==> src/rtl/cmd_bus_pkg.sv <==
// Shared definitions for the command bus: widths, FSM encodings, timeout
// read-data pattern and the latched command record.
package cmd_bus_pkg;

    localparam int ADDR_W = 16;
    localparam int DATA_W = 32;

    localparam logic [DATA_W-1:0] ERR_DATA = 32'hDEAD_BEEF;

    localparam logic [1:0] S_IDLE  = 2'd0;
    localparam logic [1:0] S_DRIVE = 2'd1;
    localparam logic [1:0] S_RWAIT = 2'd2;
    localparam logic [1:0] S_RESP  = 2'd3;

    typedef struct packed {
        logic              wr;
        logic [ADDR_W-1:0] addr;
        logic [DATA_W-1:0] data;
    } cmd_t;

endpackage

==> src/rtl/cmd_bus_arbiter_rr.sv <==
// Round-robin selector: first requester at or after ptr_i (wrapping) wins,
// returned as a one-hot grant.
module rr_arbiter #(
    parameter int NREQ  = 4,
    parameter int PTR_W = 2
) (
    input  logic [NREQ-1:0]  req_i,
    input  logic [PTR_W-1:0] ptr_i,
    output logic [NREQ-1:0]  grant_o
);

    logic [PTR_W-1:0] idx;

    // Walk offsets from farthest to nearest so the nearest request overwrites.
    always_comb begin
        grant_o = '0;
        idx     = '0;
        for (int k = NREQ - 1; k >= 0; k--) begin
            idx = PTR_W'((int'(ptr_i) + k) % NREQ);
            if (req_i[idx]) begin
                grant_o      = '0;
                grant_o[idx] = 1'b1;
            end
        end
    end

endmodule

==> src/rtl/cmd_bus_arbiter.sv <==
// Round-robin arbiter driving a shared single-transaction command bus.
// Define CMD_BUS_TIMEOUT_EN to add the RWAIT timeout counter and rsp_err.
module cmd_bus_arbiter
    import cmd_bus_pkg::*;
#(
    parameter int NREQ    = 4,
    parameter int TIMEOUT = 255
) (
    input  logic                   clk,
    input  logic                   rst_n,
    input  logic [NREQ-1:0]        req_valid,
    input  logic [NREQ-1:0]        req_wr,
    input  logic [NREQ*ADDR_W-1:0] req_addr,
    input  logic [NREQ*DATA_W-1:0] req_data,
    output logic [NREQ-1:0]        req_ready,
    output logic [NREQ-1:0]        rsp_valid,
    output logic [DATA_W-1:0]      rsp_data,
    output logic                   rsp_err,
    output logic [ADDR_W-1:0]      cmd_bus_addr,
    output logic [DATA_W-1:0]      cmd_bus_data,
    output logic                   cmd_bus_en,
    output logic                   cmd_bus_rd,
    output logic                   cmd_bus_wr,
    input  logic [DATA_W-1:0]      cmd_bus_rdata,
    input  logic                   cmd_bus_rvalid
);

    localparam int PTR_W = (NREQ > 1) ? $clog2(NREQ) : 1;

    if (NREQ < 2 || NREQ > 8 || TIMEOUT < 1 || TIMEOUT > 65535) begin : g_bad_param
        $error("cmd_bus_arbiter: NREQ or TIMEOUT out of range");
    end

    logic [1:0]        state_q, state_d;
    logic [PTR_W-1:0]  ptr_q, ptr_d;
    logic [NREQ-1:0]   win_q, win_d;
    cmd_t              cmd_q, cmd_d;
    logic              en_q, en_d, rd_q, rd_d, wr_q, wr_d;
    logic [NREQ-1:0]   rsp_valid_q, rsp_valid_d;
    logic [DATA_W-1:0] rsp_data_q, rsp_data_d;
    logic [NREQ-1:0]   grant;
    logic [PTR_W-1:0]  win_idx;
    logic              accept;
`ifdef CMD_BUS_TIMEOUT_EN
    logic [15:0]       cnt_q, cnt_d;
    logic              rsp_err_q, rsp_err_d;
    logic              timeout;

    assign timeout = (cnt_q == 16'(TIMEOUT - 1));
    assign rsp_err = rsp_err_q;
`else
    assign rsp_err = 1'b0;
`endif

    rr_arbiter #(.NREQ(NREQ), .PTR_W(PTR_W)) u_rr (
        .req_i   (req_valid),
        .ptr_i   (ptr_q),
        .grant_o (grant)
    );

    always_comb begin
        win_idx = '0;
        for (int i = 0; i < NREQ; i++) begin
            if (grant[i]) win_idx = PTR_W'(i);
        end
    end

    assign accept    = (state_q == S_IDLE) && (|req_valid);
    // Reset forces IDLE, so the accept pulse must also be masked by rst_n.
    assign req_ready = (accept && rst_n) ? grant : '0;

    always_comb begin
        // NOTE: every next-state signal gets a default first so no path infers a latch.
        state_d     = state_q;
        ptr_d       = ptr_q;
        win_d       = win_q;
        cmd_d       = cmd_q;
        en_d        = 1'b0;
        rd_d        = 1'b0;
        wr_d        = 1'b0;
        rsp_valid_d = '0;
        rsp_data_d  = '0;
`ifdef CMD_BUS_TIMEOUT_EN
        rsp_err_d   = 1'b0;
        cnt_d       = cnt_q;
`endif
        case (state_q)
            S_IDLE: begin
                if (accept) begin
                    state_d    = S_DRIVE;
                    win_d      = grant;
                    ptr_d      = (win_idx == PTR_W'(NREQ - 1)) ? '0 : win_idx + 1'b1;
                    cmd_d.wr   = req_wr[win_idx];
                    cmd_d.addr = req_addr[win_idx*ADDR_W +: ADDR_W];
                    cmd_d.data = req_data[win_idx*DATA_W +: DATA_W];
                    en_d       = 1'b1;
                    wr_d       = req_wr[win_idx];
                    rd_d       = ~req_wr[win_idx];
                end
            end
            S_DRIVE: begin
                if (cmd_q.wr) begin
                    state_d     = S_RESP;
                    rsp_valid_d = win_q;
                end else begin
                    state_d = S_RWAIT;
`ifdef CMD_BUS_TIMEOUT_EN
                    cnt_d   = '0;
`endif
                end
            end
            S_RWAIT: begin
                if (cmd_bus_rvalid) begin
                    state_d     = S_RESP;
                    rsp_valid_d = win_q;
                    rsp_data_d  = cmd_bus_rdata;
`ifdef CMD_BUS_TIMEOUT_EN
                end else if (timeout) begin
                    state_d     = S_RESP;
                    rsp_valid_d = win_q;
                    rsp_data_d  = ERR_DATA;
                    rsp_err_d   = 1'b1;
                end else begin
                    cnt_d = cnt_q + 16'd1;
`endif
                end
            end
            S_RESP:  state_d = S_IDLE;
            default: state_d = S_IDLE;
        endcase
    end

    always_ff @(posedge clk or negedge rst_n) begin
        if (!rst_n) begin
            state_q     <= S_IDLE;
            ptr_q       <= '0;
            win_q       <= '0;
            cmd_q       <= '0;
            en_q        <= 1'b0;
            rd_q        <= 1'b0;
            wr_q        <= 1'b0;
            rsp_valid_q <= '0;
            rsp_data_q  <= '0;
`ifdef CMD_BUS_TIMEOUT_EN
            cnt_q       <= '0;
            rsp_err_q   <= 1'b0;
`endif
        end else begin
            // NOTE: non-blocking so every register samples pre-edge values.
            state_q     <= state_d;
            ptr_q       <= ptr_d;
            win_q       <= win_d;
            cmd_q       <= cmd_d;
            en_q        <= en_d;
            rd_q        <= rd_d;
            wr_q        <= wr_d;
            rsp_valid_q <= rsp_valid_d;
            rsp_data_q  <= rsp_data_d;
`ifdef CMD_BUS_TIMEOUT_EN
            cnt_q       <= cnt_d;
            rsp_err_q   <= rsp_err_d;
`endif
        end
    end

    assign cmd_bus_addr = cmd_q.addr;
    assign cmd_bus_data = cmd_q.data;
    assign cmd_bus_en   = en_q;
    assign cmd_bus_rd   = rd_q;
    assign cmd_bus_wr   = wr_q;
    assign rsp_valid    = rsp_valid_q;
    assign rsp_data     = rsp_data_q;

endmodule

==> config.mk <==
export PLATFORM = sky130hd
export DESIGN_NAME = cmd_bus_arbiter
export DESIGN_NICKNAME = d
export VERILOG_FILES = /design/src/rtl/cmd_bus_pkg.sv /design/src/rtl/cmd_bus_arbiter_rr.sv /design/src/rtl/cmd_bus_arbiter.sv
export SDC_FILE = /design/constraint.sdc
export NUM_CORES = 1
export LEC_CHECK = 0
export ABC_AREA = 1
export BUFFER_PORTS_ARGS = -buffer_cell sky130_fd_sc_hd__buf_2
export CORE_ASPECT_RATIO = 0.6
export CORE_UTILIZATION = 43
export CTS_CLUSTER_DIAMETER = 200
export DETAILED_ROUTE_END_ITERATION = 10
export GPL_ROUTABILITY_DRIVEN = 0
export GPL_TIMING_DRIVEN = 0
export PLACE_DENSITY = 0.86
export SYNTH_ARGS = -nofsm -noshare
export SYNTH_HDL_FRONTEND = slang
export SYNTH_SLANG_ARGS = --single-unit
==> constraint.sdc <==
create_clock -name clk -period 2.1 [get_ports clk]
set_input_delay 0 -clock clk [delete_from_list [all_inputs] [get_ports clk]]
set_output_delay 0 -clock clk [all_outputs]
set_load 0.02 [all_outputs]
==> out/summary.txt, run 1 <==
Status: complete, but fails checks
Violated checks: negative setup slack
Synth top area share: 0.3593
Die height: 98.59 µm
CP peak stage delay: 440 ps
Compound-Gate Fraction of Synth Area: 0.05371
DRT iter0 DRCs: 778
Total track usage: 0.3268
Critical path cell sequence: inv_4 -> ha_4 -> inv_2 -> nand3_2 -> nand2_4 -> o21ai_2 -> inv_2 -> a21oi_4 -> buf_12 -> nand2_8 -> buf_12 -> buf_12 -> nor2_2 -> nand2_1 -> a21oi_2
CP Capture Type: register
EDFF count, synth: 0
Syn nets: 1315
DR vias: 8610
Initial Util: 0.4504
Largest net degree at the start of global routing: 55
Largest family of logic cells by synthesized area: simple AND/OR/NAND/NOR gates
Max_cap viols: 0
Synth Area in Simple Gates: 0.3653
# DRC: 0
Crit path max fanout: 8
Yosys warns: 0
Normalized max-slew margin: 0.4944
Crit path top cell by count: buf_12
Clock latency on the worst-skew pair: 350 ps
Reg2Reg Depth: 15
Reg2reg setup slack: -300 ps
Synth top cells by count: nand2_1 (338), nor2_1 (192), inv_1 (183)
Die Wd: 163.0 µm
Nets@finish: 1752
Setup crit start kind: register
Proportion of synthesized area in mux cells: 0
Number of global-route vias before repair: 8027
Buffers from clock root to sink, at most: 2
Final Hold Viols: 0
Fin Clk Skew: 8.692 ps
CTS tree: yes
Ports: 327
Worst path depth: 15
Fin crit period: 2398 ps
CP Buf/Inv Count: 6
Core Area: 14850 µm²
Synth-to-layout area growth: 63.53%
PnR worst setup slack: -297.6 ps
Root Buffer: clkbuf_16
Cells after Synth: 1070
First-pass GRT wire length: 40340 µm
TritonCTS Buffers: 9
Worst hold-check path type: in2reg
WHS Path Cells: 6
Synth Flop Type: dfrtp_1
Post-DR wirelength/cell: 16.77 µm
Synth top area cells: dfrtp_1 (36%), nand2_1 (19%), nor2_1 (11%)
Remaining global-route overflow: 0
Largest area contributor in the synthesized netlist: dfrtp_1
Post-Synth XOR/XNOR Area: 0
Netlist cell types: 26
Crit Path Class: reg2reg
Slowest stage cell on the critical path: dfrtp_2
RSZ-0062 raised after global routing: yes
Port Buf Inserts: 325
Die area: 16070 µm²
Period Utilization, post-route: 1.142
Endpoints failing setup: 54
Fin. max-slew vios: 0
Routed wire length: 28720 µm
Avg Synthesized Cell Area: 6.249 µm²
Crit path arrival time: 2650 ps
CTS H-tree lvls: 3
Fin Hold WS: 25.77 ps
Post-DRT Antenna Nets: 0
Top-count cell post-synth: nand2_1
Worst-Margin Slew: 751.4 ps
Initial antenna violation count: 3
Critical Path RT: 2350 ps
DRT Pass-1 Iters: 5
Clock sink total: 96
Clk slew on worst S/H paths: 80 ps
Synth Area in Adders: 0.01871
Synthesized area: 6686 µm²
Worst path top cell family by delay: buffers and inverters
Share of flip-flops with an asynchronous set or reset: 1.000
Layout cells sized above 1: 0.4127
Dpl ws: -826.1 ps
Peak Freq: 417.1 MHz
Via density: 5.026
Synth Register Bits: 96
DP HPWL: 17430 µm
Sequential share of the synthesized area: 0.3593
# rows: 34
[stage by stage]
| stage | utilization | instances | instance area, µm² | TNS [ps] |
|---|---|---|---|---|
| global placement | 0.5794 | 1593 | 8602 | -34410 |
| global route | 0.7365 | 1713 | 10930 | -14830 |
| CTS | 0.6825 | 1691 | 10130 | -6702 |
| finish | 0.7365 | 1713 | 10930 | -9403 |
| floorplan | - | 1070 | 6728 | 0 |
| detailed placement | 0.5814 | 1594 | 8632 | -33710 |
[cell type report]
type | count | area, µm²
Fill cell | 1097 | 3913
Multi-Input combinational cell | 684 | 3538
Timing Repair Buffer | 426 | 2818
Sequential cell | 96 | 2405
Buffer | 102 | 894.6
Inverter | 188 | 724.4
Tap cell | 198 | 247.7
Clock buffer | 10 | 239.0
Clock inverter | 6 | 60.06
Antenna cell | 3 | 7.507
[flip-flops by register name, indices dropped and copies added (netlist names)]
signal / count
cmd_bus_data: 32
rsp_valid: 4
cmd_bus_wr: 1
ptr_q: 2
cmd_bus_rd: 1
state_q: 2
win_q: 4
rsp_data: 32
cmd_bus_addr: 16
cmd_q: 1
cmd_bus_en: 1
[path summary, 6_finish.rpt]
| path | end | from |
|---|---|---|
| hold / removal | cmd_bus_rd$_DFF_PN0_ | req_wr[1] |
| setup / recovery | cmd_bus_data[18]$_DFFE_PN0P_ | ptr_q[0]$_DFFE_PN0P_ |
| hold reg to reg | cmd_bus_data[5]$_DFFE_PN0P_ | cmd_bus_data[5]$_DFFE_PN0P_ |
| setup reg to reg | cmd_bus_data[18]$_DFFE_PN0P_ | ptr_q[0]$_DFFE_PN0P_ |
| max in group asynchronous | rsp_data[21]$_DFF_PN0_ | rst_n |
| min in group asynchronous | cmd_bus_data[19]$_DFFE_PN0P_ | rst_n |
[tightest hold or removal path: cells and delay by family]
family,cells,cell delay (ps)
buf+inv,2,130
simple gates,4,210
[metal layers]
| layer | track usage | vias to the layer above | share of wire |
|---|---|---|---|
| met5 | 0 | - | 0 |
| met4 | 0.1035 | 0 | 0.027 |
| met3 | 0.06608 | 67 | 0.084 |
| met2 | 0.5676 | 497 | 0.49 |
| met1 | 0.4078 | 4042 | 0.40 |
| li1 | - | 4004 | - |
[timing repair]
item | in CTS | in global routing
cloned | 2 | 10
resized for setup | 117 | 150
hold buffers | 63 | 1
hold endpoints to repair | 104 | 1
pin swaps | 29 | 81
buffers inserted | 16 | 9
endpoints found under the setup margin | 62 | 56
[placed cells by master (no fill, tap or decap), types with 4 or more instances in the layout]
master,count
dlygate4sd3_1,64
clkbuf_1,14
ha_1,8
nand4_1,36
buf_6,12
buf_2,322
nor2_2,25
clkbuf_16,20
clkbuf_2,6
o21ai_0,9
nand2_2,52
nand3_1,16
nor2_4,15
buf_12,6
nand3_2,10
dfrtp_1,94
nand2_8,4
buf_4,75
a21oi_2,23
inv_1,181
nand2_1,279
nand2_4,13
buf_8,11
a21oi_1,29
nor2_1,152
[logic make-up (layout without fill, tap and decap cells)]
logic type | count (synthesis) | after routing
buffers and inverters | 291 | 732
adder cells (fa/ha/maj) | 10 | 10
AND/OR/NAND/NOR | 604 | 605
AO/OA/AOI/OAI | 68 | 68
other | 1 | 4
flip-flops | 96 | 96
Power of run 1 is left out: the tool's default activity adds up to more than one toggle a clock period on the data nets, which glitch-free logic cannot reach.
==> inputs of run 2 (changes only) <==
- ABC_AREA: 1 -> not set
- CORE_UTILIZATION: 43 -> 41
- PLACE_DENSITY: 0.86 -> 0.84
==> run 2 against run 1 <==
Compared with the run above:
- the run still ends with negative setup slack left
- wire length down 5.1%
- hold slack got worse by 24 ps
- critical path type unchanged
- setup slack lost 300 ps
- highest routed layer unchanged
- non-clock buffer count up 75
- flip-flop and latch count did not move
- global-route usage grew 2.1 points
==> out/summary.txt, run 2 <==
Final Hold Viols: 0
Worst hold-check path type: in2reg
PwrDens: 1734 nW/µm²
Slowest stage cell on the critical path: dfrtp_2
Port Buf Inserts: 325
DRT Pass-1 Iters: 5
Clock sink total: 96
Crit path top cell by count: buf_6
Period Utilization, post-route: 1.286
Yosys warns: 0
Fin util: 0.7667
CP peak stage delay: 390 ps
EDFF count, synth: 0
Reg2Reg Depth: 11
Synth top area cells: dfrtp_1 (40%), mux2i_1 (8.1%), nand3_1 (7.9%)
Peak VDD IR: 873.7 µV
Total track usage: 0.3475
Synthesized area: 6062 µm²
CTS tree: yes
Synth top area share: 0.3963
Critical path endpoint: cmd_bus_addr[11]$_DFFE_PN0P_
# DRC: 0
CP Buf/Inv Count: 4
Clock latency on the worst-skew pair: 350 ps
Number of global-route vias before repair: 7806
Leakage: 0.005372 µW
Most common cell after layout, fill and taps aside: buf_2
Violated checks: negative setup slack
Remaining global-route overflow: 0
CP Capture Type: register
Die area: 15290 µm²
Ports: 327
Die height: 96.19 µm
Most frequent cells in the layout: buf_2 (320), dlygate4sd3_1 (140), dfrtp_1 (94)
Fin. max-slew vios: 0
Syn nets: 903
Worst path depth: 11
Routed wire length: 27260 µm
Synth top cells by count: dfrtp_1 (96), nand3_1 (96), nand2_1 (59)
Die Wd: 159.0 µm
Synth Flop Type: dfrtp_1
Synth Register Bits: 96
Synth-to-layout area growth: 77.54%
Fin crit period: 2700 ps
Via density: 5.552
Root Buffer: clkbuf_16
Buffers from clock root to sink, at most: 2
# rows: 33
Layout cells sized above 1: 0.4732
Filler cells: 900
Worst path top cell family by delay: multiplexers
Initial antenna violation count: 0
Post-DRT Antenna Nets: 0
Register area: 2405 µm²
Reg2reg setup slack: -600 ps
Critical path cell sequence: buf_6 -> inv_8 -> ha_4 -> mux4_2 -> buf_6 -> a21oi_2 -> a221o_1 -> and2_4 -> buf_8 -> mux2i_2 -> o2bb2ai_1
Fin Clk Skew: 5.927 ps
Fin Hold WS: 1.607 ps
TritonCTS Buffers: 9
Endpoints failing setup: 61
DRT iter0 DRCs: 504
Share of flip-flops with an asynchronous set or reset: 1.000
RR Startpoint: ptr_q[0]$_DFFE_PN0P_
CTS H-tree lvls: 3
Initial Util: 0.4318
Worst-Margin Slew: 718.3 ps
PnR worst setup slack: -600.4 ps
Avg Synthesized Cell Area: 9.213 µm²
Critical Path RT: 2320 ps
Crit path max fanout: 10
First-pass GRT wire length: 40740 µm
Clk slew on worst S/H paths: 80 ps
Largest area contributor in the synthesized netlist: dfrtp_1
Area of the multi-input gates: 3442 µm²
RSZ-0062 raised after global routing: yes
DP HPWL: 15290 µm
Post-Layout Cell Count: 1371
Peak Freq: 370.3 MHz
Netlist cell types: 41
Crit Path Class: reg2reg
Critical R2R Capture: cmd_bus_addr[11]$_DFFE_PN0P_
Largest net degree at the start of global routing: 66
Post-DR wirelength/cell: 19.88 µm
Nets@finish: 1417
Core Area: 14040 µm²
Cells after Synth: 658
Setup crit start kind: register
DR vias: 7612
Cells after DPL: 1176
Crit path arrival time: 2920 ps
Crit path from: ptr_q[0]$_DFFE_PN0P_
Sequential share of the synthesized area: 0.3963
Normalized max-slew margin: 0.5211
Max_cap viols: 0
Status: complete, but fails checks
## run 2: metrics by stage
stage               setup TNS (ps)  setup WS (ps)  area (µm²)  total power (µW)
global placement            -42470         -825.4        7994             12450
finish                      -29350         -600.4       10760             18660
detailed placement          -45250         -876.4        8024             12700
CTS                         -25560         -473.2       10560             17480
floorplan                   -14520         -281.7        6127              9989
global route                -34470         -695.0       10760             19580
## run 2: kinds of logic (layout without fill, tap and decap cells)
group | count (synthesis) | after routing | synth area share
simple gates | 263 | 263 | 0.2305
compound gates | 127 | 127 | 0.1480
buf+inv | 108 | 627 | 0.1082
flops | 96 | 96 | 0.3963
mux | 53 | 53 | 0.09577
fa+ha+maj | 10 | 10 | 0.02064
other cells | 1 | 3 | 0.0006186
## run 2: where the power goes
part	total, µW	switching [µW]	leakage (µW)	internal [µW]
sequential	2830	330	0.00115	2500
clock	1820	851	0.000157	965
combinational	14000	7460	0.00407	6560
total	18700	8640	0.00537	10000
## run 2: repair_timing
item,CTS,global route
hold endpoints to repair,114,0
gates resized for setup,138,52
setup buffers,31,5
pin swaps,40,18
cloned,3,0
hold buffers,140,0
setup endpoints to repair,61,61
## run 2: final cells by class
| class | count | area share |
|---|---|---|
| antenna | 2 | 0.0004650 |
| buffer | 98 | 0.07289 |
| clock buffer | 9 | 0.02093 |
| clock inverter | 7 | 0.008835 |
| inverter | 8 | 0.003720 |
| multi-input combinational | 454 | 0.3198 |
| sequential | 96 | 0.2234 |
| tap | 192 | 0.02232 |
| timing repair buffer | 505 | 0.3276 |
## run 2: how the worst min path moves through the flow
| stage | startpoint | end | slack, ps | cells past startpoint |
|---|---|---|---|---|
| 4_1_cts | req_data[118] | cmd_bus_data[22]$_DFFE_PN0P_ | 0.6 | 4 |
| 6_report | req_addr[30] | cmd_bus_addr[14]$_DFFE_PN0P_ | 2 | 3 |
| 2_1_floorplan | rst_n | cmd_bus_addr[0]$_DFFE_PN0P_ | -300 | 0 |
| 5_1_grt | req_data[72] | cmd_bus_data[8]$_DFFE_PN0P_ | 9 | 4 |
| 3_5_place_dp | rst_n | cmd_bus_data[4]$_DFFE_PN0P_ | -10 | 1 |
| 3_3_place_gp | cmd_bus_rdata[6] | rsp_data[6]$_DFF_PN0_ | 240 | 2 |
## run 2: routing by layer
metal | vias to the layer above | track usage | share of wire | wire length, µm
met5 | - | 0 | 0 | 0
li1 | 3322 | - | - | -
met3 | 113 | 0.08358 | 0.077 | 2087
met1 | 3686 | 0.3979 | 0.38 | 10490
met4 | 0 | 0.1699 | 0.038 | 1025
met2 | 491 | 0.6232 | 0.50 | 13650
## run 2: worst reg2reg max path, cell delays in order (launching register included)
cell and delay (ps):
dfrtp_2 390, buf_6 140, inv_8 40, ha_4 260
mux4_2 390, buf_6 170, a21oi_2 100, a221o_1 200
and2_4 280, buf_8 210, mux2i_2 290, o2bb2ai_1 120
(Power assumes the default switching activity.)
